**src/rtl/dvi_timing_pkg.sv**
```systemverilog
// Shared constants for the DVI raster timing generator: video modes,
// FSM encoding and colour-bar palette.
package dvi_timing_pkg;

    localparam int M720_H_ACTIVE = 1280;
    localparam int M720_H_FP     = 110;
    localparam int M720_H_SYNC   = 40;
    localparam int M720_H_BP     = 220;
    localparam int M720_V_ACTIVE = 720;
    localparam int M720_V_FP     = 5;
    localparam int M720_V_SYNC   = 5;
    localparam int M720_V_BP     = 20;
    localparam logic M720_HS_POL = 1'b1;
    localparam logic M720_VS_POL = 1'b1;

    localparam int M480_H_ACTIVE = 640;
    localparam int M480_H_FP     = 16;
    localparam int M480_H_SYNC   = 96;
    localparam int M480_H_BP     = 48;
    localparam int M480_V_ACTIVE = 480;
    localparam int M480_V_FP     = 10;
    localparam int M480_V_SYNC   = 2;
    localparam int M480_V_BP     = 33;
    localparam logic M480_HS_POL = 1'b0;
    localparam logic M480_VS_POL = 1'b0;

    localparam logic [0:0] ST_IDLE = 1'b0;
    localparam logic [0:0] ST_RUN  = 1'b1;

    localparam logic [23:0] RGB_WHITE   = 24'hFFFFFF;
    localparam logic [23:0] RGB_YELLOW  = 24'hFFFF00;
    localparam logic [23:0] RGB_CYAN    = 24'h00FFFF;
    localparam logic [23:0] RGB_GREEN   = 24'h00FF00;
    localparam logic [23:0] RGB_MAGENTA = 24'hFF00FF;
    localparam logic [23:0] RGB_RED     = 24'hFF0000;
    localparam logic [23:0] RGB_BLUE    = 24'h0000FF;
    localparam logic [23:0] RGB_BLACK   = 24'h000000;

    function automatic logic [23:0] bar_rgb(input logic [2:0] idx);
        logic [23:0] c;
        c = RGB_BLACK;
        case (idx)
            3'd0: c = RGB_WHITE;
            3'd1: c = RGB_YELLOW;
            3'd2: c = RGB_CYAN;
            3'd3: c = RGB_GREEN;
            3'd4: c = RGB_MAGENTA;
            3'd5: c = RGB_RED;
            3'd6: c = RGB_BLUE;
            default: c = RGB_BLACK;
        endcase
        return c;
    endfunction

endpackage

```
**src/rtl/dvi_timing_axis.sv**
```systemverilog
// One raster axis: position counter with wrap, plus active and sync
// region flags decoded from the current count.
module dvi_timing_axis
    import dvi_timing_pkg::*;
#(
    parameter int ACTIVE = 1280,
    parameter int FP     = 110,
    parameter int SYNC   = 40,
    parameter int BP     = 220,
    parameter int W      = 12
) (
    input  logic         i_clk,
    input  logic         i_arst_n,
    input  logic         i_en,
    input  logic         i_clr,
    output logic [W-1:0] o_count,
    output logic         o_wrap,
    output logic         o_active,
    output logic         o_sync
);

    localparam int TOTAL = ACTIVE + FP + SYNC + BP;

    localparam logic [W:0] LAST     = (W+1)'(TOTAL - 1);
    localparam logic [W:0] ACT_END  = (W+1)'(ACTIVE);
    localparam logic [W:0] SYNC_BEG = (W+1)'(ACTIVE + FP);
    localparam logic [W:0] SYNC_END = (W+1)'(ACTIVE + FP + SYNC);

    logic [W:0] cnt_x;

    assign cnt_x    = {1'b0, o_count};
    assign o_wrap   = (cnt_x == LAST);
    assign o_active = (cnt_x < ACT_END);
    assign o_sync   = (cnt_x >= SYNC_BEG) && (cnt_x < SYNC_END);

    always_ff @(posedge i_clk or negedge i_arst_n) begin
        if (!i_arst_n) begin
            o_count <= '0;
        end else if (i_clr) begin
            o_count <= '0;
        end else if (i_en) begin
            o_count <= o_wrap ? '0 : o_count + 1'b1;
        end
    end

endmodule

```
**src/rtl/dvi_video_timing_gen.sv**
```systemverilog
// Raster timing generator (IDLE/RUN) with registered sync/DE/coords.
// Define DVI_TEST_PATTERN_EN to add the o_rgb colour-bar output.
module dvi_video_timing_gen
    import dvi_timing_pkg::*;
#(
    parameter int   H_ACTIVE = M720_H_ACTIVE,
    parameter int   H_FP     = M720_H_FP,
    parameter int   H_SYNC   = M720_H_SYNC,
    parameter int   H_BP     = M720_H_BP,
    parameter int   V_ACTIVE = M720_V_ACTIVE,
    parameter int   V_FP     = M720_V_FP,
    parameter int   V_SYNC   = M720_V_SYNC,
    parameter int   V_BP     = M720_V_BP,
    parameter logic HS_POL   = M720_HS_POL,
    parameter logic VS_POL   = M720_VS_POL,
    parameter int   XY_W     = 12
) (
    input  logic            i_clk,
    input  logic            i_arst_n,
    input  logic            i_enable,
    output logic            o_hsync,
    output logic            o_vsync,
    output logic            o_de,
    output logic [XY_W-1:0] o_x,
    output logic [XY_W-1:0] o_y,
    output logic            o_line_start,
    output logic            o_frame_start
`ifdef DVI_TEST_PATTERN_EN
    ,
    output logic [23:0]     o_rgb
`endif
);

    localparam int H_TOTAL = H_ACTIVE + H_FP + H_SYNC + H_BP;
    localparam int V_TOTAL = V_ACTIVE + V_FP + V_SYNC + V_BP;

    if (H_FP == 0 || H_SYNC == 0 || H_BP == 0 ||
        V_FP == 0 || V_SYNC == 0 || V_BP == 0) begin : g_bad_porch
        $fatal(1, "dvi_video_timing_gen: porch/sync width of 0");
    end
    if (H_TOTAL > 2**XY_W || V_TOTAL > 2**XY_W) begin : g_bad_width
        $fatal(1, "dvi_video_timing_gen: total exceeds XY_W");
    end

    logic [0:0]      state;
    logic            run;
    logic            cnt_en;
    logic [XY_W-1:0] h;
    logic [XY_W-1:0] v;
    logic            h_wrap, h_act, h_sync;
    logic            v_wrap, v_act, v_sync;

    assign run    = (state == ST_RUN);
    assign cnt_en = run && i_enable;

    always_ff @(posedge i_clk or negedge i_arst_n) begin
        if (!i_arst_n) begin
            state <= ST_IDLE;
        end else begin
            state <= i_enable ? ST_RUN : ST_IDLE;
        end
    end

    // Counters clear whenever not counting, so any (re)start is at (0,0).
    dvi_timing_axis #(
        .ACTIVE (H_ACTIVE),
        .FP     (H_FP),
        .SYNC   (H_SYNC),
        .BP     (H_BP),
        .W      (XY_W)
    ) u_h_axis (
        .i_clk    (i_clk),
        .i_arst_n (i_arst_n),
        .i_en     (cnt_en),
        .i_clr    (!cnt_en),
        .o_count  (h),
        .o_wrap   (h_wrap),
        .o_active (h_act),
        .o_sync   (h_sync)
    );

    dvi_timing_axis #(
        .ACTIVE (V_ACTIVE),
        .FP     (V_FP),
        .SYNC   (V_SYNC),
        .BP     (V_BP),
        .W      (XY_W)
    ) u_v_axis (
        .i_clk    (i_clk),
        .i_arst_n (i_arst_n),
        .i_en     (cnt_en && h_wrap),
        .i_clr    (!cnt_en),
        .o_count  (v),
        .o_wrap   (v_wrap),
        .o_active (v_act),
        .o_sync   (v_sync)
    );

    always_ff @(posedge i_clk or negedge i_arst_n) begin
        if (!i_arst_n) begin
            o_hsync       <= ~HS_POL;
            o_vsync       <= ~VS_POL;
            o_de          <= 1'b0;
            o_x           <= '0;
            o_y           <= '0;
            o_line_start  <= 1'b0;
            o_frame_start <= 1'b0;
        end else if (run) begin
            o_hsync       <= h_sync ? HS_POL : ~HS_POL;
            o_vsync       <= v_sync ? VS_POL : ~VS_POL;
            o_de          <= h_act && v_act;
            o_x           <= h;
            o_y           <= v;
            o_line_start  <= (h == '0);
            o_frame_start <= (h == '0) && (v == '0);
        end else begin
            o_hsync       <= ~HS_POL;
            o_vsync       <= ~VS_POL;
            o_de          <= 1'b0;
            o_x           <= '0;
            o_y           <= '0;
            o_line_start  <= 1'b0;
            o_frame_start <= 1'b0;
        end
    end

`ifdef DVI_TEST_PATTERN_EN
    localparam int BAR_W = H_ACTIVE / 8;

    if (BAR_W == 0) begin : g_bad_bar
        $fatal(1, "dvi_video_timing_gen: H_ACTIVE too small for bars");
    end

    logic [23:0] bar_c;
    logic [XY_W-1:0] bar_q;

    assign bar_q = h / XY_W'(BAR_W);

    // Trailing pixels past the last whole bar stay black.
    always_comb begin
        bar_c = RGB_BLACK;
        if (h < XY_W'(8 * BAR_W)) begin
            bar_c = bar_rgb(bar_q[2:0]);
        end
    end

    always_ff @(posedge i_clk or negedge i_arst_n) begin
        if (!i_arst_n) begin
            o_rgb <= '0;
        end else if (run && h_act && v_act) begin
            o_rgb <= bar_c;
        end else begin
            o_rgb <= '0;
        end
    end
`endif

endmodule

```
**config.mk**
```make
export PLATFORM = sky130hd
export DESIGN_NAME = dvi_video_timing_gen
export DESIGN_NICKNAME = d
export VERILOG_FILES = /design/src/rtl/dvi_timing_pkg.sv /design/src/rtl/dvi_timing_axis.sv /design/src/rtl/dvi_video_timing_gen.sv
export SDC_FILE = /design/constraint.sdc
export NUM_CORES = 1
export LEC_CHECK = 0
export ABC_AREA = 1
export CORE_MARGIN = 2
export CORE_UTILIZATION = 43
export DETAILED_ROUTE_END_ITERATION = 16
export GPL_TIMING_DRIVEN = 0
export HOLD_SLACK_MARGIN = 0.05
export PLACE_DENSITY = 0.75
export RECOVER_POWER = 100
export SLEW_MARGIN = 10
export SYNTH_ARGS = -nofsm -noshare
export SYNTH_HDL_FRONTEND = slang
export SYNTH_SLANG_ARGS = --single-unit
```
**constraint.sdc**
```tcl
create_clock -name i_clk -period 2.6 [get_ports i_clk]
set_input_delay 0.39 -clock i_clk [delete_from_list [all_inputs] [get_ports i_clk]]
set_output_delay 0.39 -clock i_clk [all_outputs]
set_load 0.005 [all_outputs]
```
* Yosys cells after proc, flatten, opt, wreduce, memory -nomap -nowiden
Cells that the tools add are included.
** Cells by class
- Mux-type cells :: 15
- Reduce and logical (&&, ||, !) cells :: 8
- Add/sub/neg operators :: 2
- Equal/unequal tests :: 3
- $lt $le $gt $ge :: 6
** Operators by type and width (count)
- 12-bit two-way mux :: 7
- 12-bit by 1-bit adder with 12-bit output (second input constant) :: 2
- 12-bit logical NOT :: 2
- 12-bit by 10-bit < comparator with 1-bit output (second input constant) :: 2
- 12-bit by 11-bit < comparator with 1-bit output (second input constant) :: 2
- 12-bit by 10-bit equality test with 1-bit output (second input constant) :: 1
- 12-bit by 11-bit equality test with 1-bit output (second input constant) :: 1
- 12-bit by 10-bit >= comparator with 1-bit output (second input constant) :: 1
- 12-bit by 11-bit >= comparator with 1-bit output (second input constant) :: 1
- 1-bit two-way mux :: 8
- 1-bit logical AND :: 6
- 2-bit by 1-bit != test with 1-bit output (second input constant) :: 1
** Word-level totals
- Output and inout bits :: 29
- Logic and storage cells :: 44
- Bits in registers :: 54
- Input bits :: 3

* Logic depth before layout (Yosys ltp)
Gate-level depths: netlist of run 1.
- Word-level depth :: 4
- Mapped depth :: 10
- Mapped depth without buffers :: 10

* Cells and area by module
From an unflattened synthesis of run 1, not the netlist that was laid out.
** Unflattened totals
- Cell total of the unflattened synthesis :: 347
- Area total of the unflattened synthesis :: 2725.1 um2
** By module, submodules not included
- dvi_video_timing_gen :: area each 1101.1 um2, cells an instance 117, instances 1, sequential area each 750.7 um2
- dvi_timing_axis at u_h_axis :: area each 834.6 um2, cells an instance 122, instances 1, sequential area each 300.3 um2
- dvi_timing_axis at u_v_axis :: area each 789.5 um2, cells an instance 108, instances 1, sequential area each 300.3 um2

* Worst setup path after synthesis of run 1
Ideal clock, no wire load.
- Path kind :: register to register
- From :: register u_h_axis.o_count[1]
- To :: register u_v_axis.o_count[4]
- Path slack :: 1.252 ns
- Stages on the path, launching flop included :: 11
- Arrival time :: 1.228 ns
- Path buffers :: 1
- Library setup time :: 0.121 ns
- Period minus slack after synthesis :: 1.348 ns
- Required time :: 2.479 ns
- Path through :: dfrtp_1 > inv_1 > ha_1 > nand2_1 > nor2_1 > nand3_2 > nand2_4 > inv_4 > buf_6 > nand2_1 > o21ai_1
** Between the ends
- Cells in the longest elaborated chain, start to end :: 3
** RTL lines
- start, declared :: RTL line dvi_timing_axis.sv:16 : output logic [W-1:0] o_count,
- start signal, assigned :: RTL line dvi_timing_axis.sv:42 : o_count <= o_wrap ? '0 : o_count + 1'b1;
- 12-bit by 11-bit equality test with 1-bit output :: RTL line dvi_timing_axis.sv:32 : assign o_wrap = (cnt_x == LAST);
- 1-bit logical AND :: RTL line dvi_video_timing_gen.sv:91 : .i_en (cnt_en && h_wrap),
- 2-bit by 1-bit != test with 1-bit output (no line)
- end signal, assigned :: RTL line dvi_timing_axis.sv:42
- end, declared :: RTL line dvi_timing_axis.sv:16
No other way between the ends.
A chain may end at the register's enable or synchronous reset.

* Worst setup path after layout of run 1
- From :: register state (netlist: run)
- To :: register u_v_axis.o_count[4]
** Between the ends
- Cells in the longest elaborated chain, start to end :: 3
- Elaborated cells on any way between the ends :: 4
- Classes of those cells :: 1 x eq/ne; 1 x mux; 2 x reduce/logical
** RTL lines
- start, declared :: RTL line dvi_video_timing_gen.sv:45 : logic [0:0] state;
- start signal, assigned :: RTL line dvi_video_timing_gen.sv:60 : state <= i_enable ? ST_RUN : ST_IDLE;
- 1-bit logical AND * :: RTL line dvi_video_timing_gen.sv:54 : assign cnt_en = run && i_enable;
- 1-bit logical AND :: RTL line dvi_video_timing_gen.sv:91
- 2-bit by 1-bit != test with 1-bit output (no line)
Mark *: on every way between the ends. The rest lies on a longest branch, timed or not.

==> summary.txt, run 1 <==
Logic synthesis
  – Sequential-to-total area share from yosys stat: 50.3%
  – Mapped cell area: 0.00269 mm2
  – Yosys reg bits: 54
  – Yosys top cell area share: 50.3%
  – Synth top area cells: dfrtp_1 50%, nand2_1 14%, inv_1 8.1%
  – Cell taking the most area after synthesis: dfrtp_1
  – Mean Syn Cell Area: 7.74 um2
  – Mapped Cells: 347
  – Post-Syn Nets: 357
  – Ys Warns: 0
  – Yosys cell types: 27

Finish
  – Area growth syn-to-layout: 19.3%
  – Highest-count cells in the layout ignoring fill and taps: 104 x nand2_1, 58 x inv_1, 54 x dfrtp_1
  – Commonest non-fill, non-tap cell in the layout: nand2_1
  – Register area: 0.00135 mm2
  – Final #Nets: 397
  – Ant. Diodes: 0
  – Multi-input combinational cell area: 0.00102 mm2
  – Post-Layout Inst Area: 0.00320 mm2
  – Share of post-route cells with drive strength above 1: 6.44%
  – Post-layout util: 53.5%
  – Filler cells: 560

Power and ir drop
  – Max VDD drop: 0.296 mV
  – Switch Pwr: 0.000324 W
  – Pwr Density: 462 mW/mm2
  – Comb power frac: 4.5%
  – Clock power share: 38.1%
  – Pint: 0.00115 W
  – Reg power frac: 57.4%
  – P_leak: 1.77 nW
  – Sw Share: 21.9%

Critical path
  – Crit path depth: 8
  – Crit path launch type: flop
  – Reg2Reg Capture Point: u_v_axis.o_count[4]
  – Crit path capture: u_v_axis.o_count[4]
  – CP Class: reg -> reg
  – Crit Path Max Fanout: 10
  – CP most frequent cell: nand2_1
  – Cells on worst reg2reg path: 8
  – Crit path capture type: flop
  – Slowest stage delay, CP: 0.37 ns
  – CP max stage cell: dfrtp_1
  – R2r setup slk: 0.71 ns
  – CP required: 2.79 ns
  – RR Startpoint: run
  – Crit-path leading delay family: buffers and inverters
  – Buf/Inv on CP: 4
  – CP Cell Sequence: clkbuf_1 > nand2_1 > clkinvlp_2 > nand2_1 > inv_4 > buf_6 > nand2_1 > o21ai_0
  – Worst setup path start: run
  – Critical path arrival: 2.08 ns

STA
  – Fin crit share: 72.8%
  – Final Max Tran Viols: 0
  – Final Hold Fails: 0
  – Worst-margin pin slew: 1.04 ns
  – Max Clk Rate: 0.529 GHz
  – RSZ-0062 raised after global routing: false
  – Slew HR: 30.8%
  – Setup TNS: 0 ns
  – Max Clock Skew: 0.00585 ns
  – Final Setup Violations: 0
  – Crit path time final: 1.89 ns

CTS
  – CTS resizes: 0
  – Skew-Pair Late Insertion Delay: 0.31 ns
  – Root Driver: clkbuf_8
  – Max clock buf depth: 2
  – Setup bufs post-CTS: 0
  – CTS Buf Count: 5
  – Clock slew at reported path FFs: 0.10 ns
  – Sink Count: 54
  – TritonCTS clock tree: done
  – H-tree levels: 2

Floorplan
  – Core area: 0.00599 mm2
  – Initial Util: 44.8%
  – Die Span X: 83.0 um
  – # rows: 28
  – Die Y-Extent: 83.0 um
  – Ports: 32
  – Die footprint: 0.00690 mm2

Detailed routing
  – Avg WL per Cell: 12.2 um
  – Vias: 2204
  – Total Routed Length: 5660 um
  – Via/cell ratio: 4.76
  – Post-route antenna net violation count: 0
  – TritonRoute pass-1 iters: 5
  – Drt drc: 0
  – DRT iter0 DRCs: 108

Global routing
  – Largest net degree at the start of global routing: 38
  – Number of global-route vias before repair: 2102
  – Antenna violations before repair: 0
  – GRT Total Usage: 17.3%
  – Total gr overflow: 0
  – Global-route wire length before repair: 9660 um

Hold path
  – Hold Path Class: reg -> reg

Placement
  – Placed inst area: 0.00311 mm2
  – Dpl hpwl: 4220 um
  – Port-buffer cells: 31
  – GP Congestion: 0.906

Flow run
  – Max-cap violations: 0

Outcome
  – Status: completed
==> per-stage QoR <==
stage	setup slack [ns]	power [W]	cells	hold slack (ns)
floorplan	1.25	0.000896	347	0.0944
global placement	-0.386	0.000934	453	0.479
detailed placement	0.851	0.000939	454	0.358
CTS	1.05	0.00149	463	0.512
global route	0.518	0.00153	463	0.556
finish	0.708	0.00148	463	0.518
==> synth_stat cells <==
| cell | n |
|---|---|
| nand2_1 | 102 |
| nand3_1 | 20 |
| buf_4 | 1 |
| nand3_2 | 2 |
| o21ai_0 | 9 |
| inv_6 | 1 |
| dfrtp_1 | 54 |
| nor3_2 | 1 |
| o21ai_1 | 1 |
| ha_1 | 7 |
| xnor2_1 | 1 |
| nor2_2 | 4 |
| nand2_4 | 1 |
| buf_6 | 2 |
| nand2_2 | 2 |
| inv_1 | 58 |
| inv_4 | 1 |
| nor2_1 | 48 |
| o2111ai_1 | 1 |
| buf_2 | 4 |
| nor3_1 | 8 |
| clkbuf_1 | 2 |
| a21oi_1 | 1 |
| nor4_1 | 1 |
| nand4_1 | 10 |
| inv_2 | 2 |
| xor2_1 | 3 |
==> kinds of logic after synthesis <==
family,Yosys count,synth area share (%)
and+or+nand+nor,199,31.7
buffers and inverters,71,11.1
DFF,54,50.3
AOI/OAI and AO/OA,12,2.37
adders and majority gates,7,3.26
xor gates and xnor gates,4,1.30
==> worst min-delay path by stage <==
stage | slack (ns) | startpoint | cells past startpoint | end
after floorplan | 0.09 | i_arst_n | 0 | o_de
after global placement | 0.48 | u_v_axis.o_count[10] | 2 | o_y[10]
after detailed placement | 0.36 | i_arst_n | 1 | u_h_axis.o_count[2]
after CTS | 0.51 | u_v_axis.o_count[10] | 2 | o_y[10]
after global routing | 0.56 | u_v_axis.o_count[10] | 2 | o_y[10]
final | 0.52 | u_v_axis.o_count[10] | 2 | o_y[10]
==> power groups by stage <==
stage | registers (W) | logic [W] | clock network, W
6_report | 0.000849 | 0.0000672 | 0.000563
5_1_grt | 0.000850 | 0.0000769 | 0.000603
4_1_cts | 0.000849 | 0.0000738 | 0.000570
3_5_place_dp | 0.000866 | 0.0000727 | 0
3_3_place_gp | 0.000866 | 0.0000683 | 0
2_1_floorplan | 0.000866 | 0.0000302 | 0
==> layer usage <==
layer / share of wire [%] / wire [um] / global-route usage (%) / up-vias
met5: 0 / 0 / 0 / -
met4: 1.7 / 97 / 5.81 / 0
met3: 5.1 / 291 / 2.98 / 8
met2: 45 / 2550 / 28.1 / 72
met1: 48 / 2720 / 23.4 / 992
li1: - / - / - / 1132
==> registers in the layout (all words and copies together) (netlist names) <==
| register | cells |
|---|---|
| run | 1 |
| u_h_axis.o_count | 12 |
| o_y | 12 |
| o_line_start | 1 |
| o_x | 12 |
| u_v_axis.o_count | 12 |
| o_frame_start | 1 |
| o_hsync | 1 |
| o_de | 1 |
| o_vsync | 1 |
==> worst register-to-register path, stage by stage (launching register included) <==
cell and delay [ns]:
dfrtp_1 0.37, clkbuf_1 0.22, nand2_1 0.23, clkinvlp_2 0.31
nand2_1 0.29, inv_4 0.08, buf_6 0.15, nand2_1 0.05
o21ai_0 0.07
==> cell type report <==
type	count	share of cell area (%)
clock buffer	6	2.26
multi-input combinational	222	31.9
buffer	9	1.76
tap	75	2.93
sequential	54	42.2
inverter	62	7.38
timing repair buffer	33	10.4
clock inverter	2	1.17
==> timing repair <==
action | in CTS | in global routing
hold buffers | 1 | 0
setup endpoints to repair | 0 | 0
hold endpoints to repair | 17 | 0
No activity file was read; power rests on OpenSTA's default activity.
==> run 2, diff against run 1 <==
- PLACE_DENSITY: 0.75 -> 0.78
- clock period: 2.6 -> 1.6 ns (I/O delays scaled with it)
==> summary.txt, run 2 (synthesis results as in run 1) <==
Outcome
  – Status: completed

Detailed routing
  – Met3 wire len: 360 um
  – Vias: 2249
  – TritonRoute pass-1 iters: 5
  – WL met2: 2600 um
  – Total Routed Length: 5470 um
  – DRT iter0 DRCs: 122
  – Drt drc: 0
  – Post-route antenna net violation count: 0
  – Max layer used: met4
  – Via/cell ratio: 4.85
  – Avg WL per Cell: 11.8 um
  – Wl on met1: 2420 um

CTS
  – H-tree levels: 2
  – Max clock buf depth: 2
  – Root Driver: clkbuf_8
  – Skew-Pair Late Insertion Delay: 0.31 ns
  – Clock slew at reported path FFs: 0.10 ns
  – CTS Buf Count: 5
  – TritonCTS clock tree: done
  – Sink Count: 54

Floorplan
  – Core area: 0.00599 mm2
  – Ports: 32
  – Die Y-Extent: 83.0 um
  – Initial Util: 44.8%
  – Die footprint: 0.00690 mm2
  – Die Span X: 83.0 um
  – # rows: 28

Placement
  – Port-buffer cells: 31
  – Dpl hpwl: 4070 um
  – GP Congestion: 0.899

Critical path
  – CP Cell Sequence: dlygate4sd3_1
  – Crit path capture type: output pin
  – Crit path launch type: flop
  – CP max stage cell: dlygate4sd3_1
  – Critical path arrival: 1.26 ns
  – Reg2Reg Capture Point: u_v_axis.o_count[8]
  – CP Class: reg -> out
  – Buf/Inv on CP: 1
  – Crit Path Max Fanout: 1
  – Cells on worst reg2reg path: 9
  – Crit-path leading delay family: buffers and inverters
  – Slowest stage delay, CP: 0.57 ns
  – Worst setup path start: o_vsync
  – CP required: 1.36 ns
  – RR Startpoint: u_v_axis.o_count[1]
  – R2r setup slk: 0.11 ns

Power and ir drop
  – Pwr Density: 743 mW/mm2
  – Max VDD drop: 0.388 mV
  – P_leak: 1.78 nW
  – Power Total: 0.00240 W

Hold path
  – Worst Hold Path Cells: 2
  – Hold Path Sink: o_y[10]
  – Hold Path Class: reg -> reg
  – Hold Crit Start: u_v_axis.o_count[10]

Finish
  – Share of post-route cells with drive strength above 1: 7.46%
  – Final #Nets: 398
  – Ant. Diodes: 0
  – Highest-count cells in the layout ignoring fill and taps: 102 x nand2_1, 59 x inv_1, 53 x dfrtp_1
  – Area growth syn-to-layout: 20.1%
  – Commonest non-fill, non-tap cell in the layout: nand2_1

STA
  – Slew HR: 29.1%
  – Final Setup Violations: 0
  – Final Max Tran Viols: 0
  – Worst-margin pin slew: 1.06 ns
  – Crit path time final: 1.50 ns
  – Final Hold Fails: 0
  – Max Clk Rate: 0.668 GHz
  – RSZ-0062 raised after global routing: true
  – Max Clock Skew: 0.00802 ns
  – Fin crit share: 93.6%
  – Hold_ws: 0.506 ns

Flow run
  – Max-cap violations: 0

Global routing
  – Antenna violations before repair: 0
  – Number of global-route vias before repair: 2059
  – GRT Total Usage: 16.9%
  – Largest net degree at the start of global routing: 38
  – Total gr overflow: 0
  – Global-route wire length before repair: 9440 um
run 2: worst max path at each step:
stage	to	cells past startpoint
final	o_vsync	1
after global routing	u_v_axis.o_count[0]	7
after CTS	u_v_axis.o_count[5]	10
after detailed placement	u_v_axis.o_count[8]	7
after global placement	o_y[8]	1
after floorplan	u_v_axis.o_count[4]	10
run 2: per-stage QoR:
stage | util, % | setup WS, ns | cell area [um2] | TNS [ns] | instances
after floorplan | - | 0.252 | 2690 | 0 | 347
after global placement | 51.6 | -1.22 | 3090 | -65.58 | 453
after detailed placement | 51.8 | 0.0229 | 3110 | 0 | 454
after CTS | 53.8 | 0.113 | 3230 | 0 | 463
after global routing | 53.8 | -0.00270 | 3230 | -0.00270 | 464
final | 53.8 | 0.103 | 3230 | 0 | 464
run 2: layout make-up:
cell class / instances / area, um2
Clock buffer: 6 / 72.6
Inverter: 62 / 240
Timing Repair Buffer: 34 / 342
Fill cell: 556 / 2770
Tap cell: 75 / 93.8
Buffer: 9 / 57.6
Sequential cell: 54 / 1350
Multi-Input combinational cell: 222 / 1030
Clock inverter: 2 / 37.5
run 2: repair_timing:
item | CTS | global route
setup endpoints to repair | 0 | 10
resized for setup | 0 | 3
hold buffers | 1 | 0
hold endpoints to repair | 17 | 0
setup buffers | 0 | 1
run 2: report_power, final:
group	switching [W]	leakage (nW)	internal (W)
clock	0.000435	0.0514	0.000467
combinational	0.0000769	0.988	0.0000382
sequential	0.00000473	0.744	0.00137
total	0.000517	1.78	0.00188
run 2: layer usage:
metal | up-vias | GRT usage (%)
li1 | 1129 | -
met5 | - | 0
met2 | 66 | 26.5
met4 | 0 | 7.00
met1 | 1049 | 23.0
met3 | 5 | 3.38
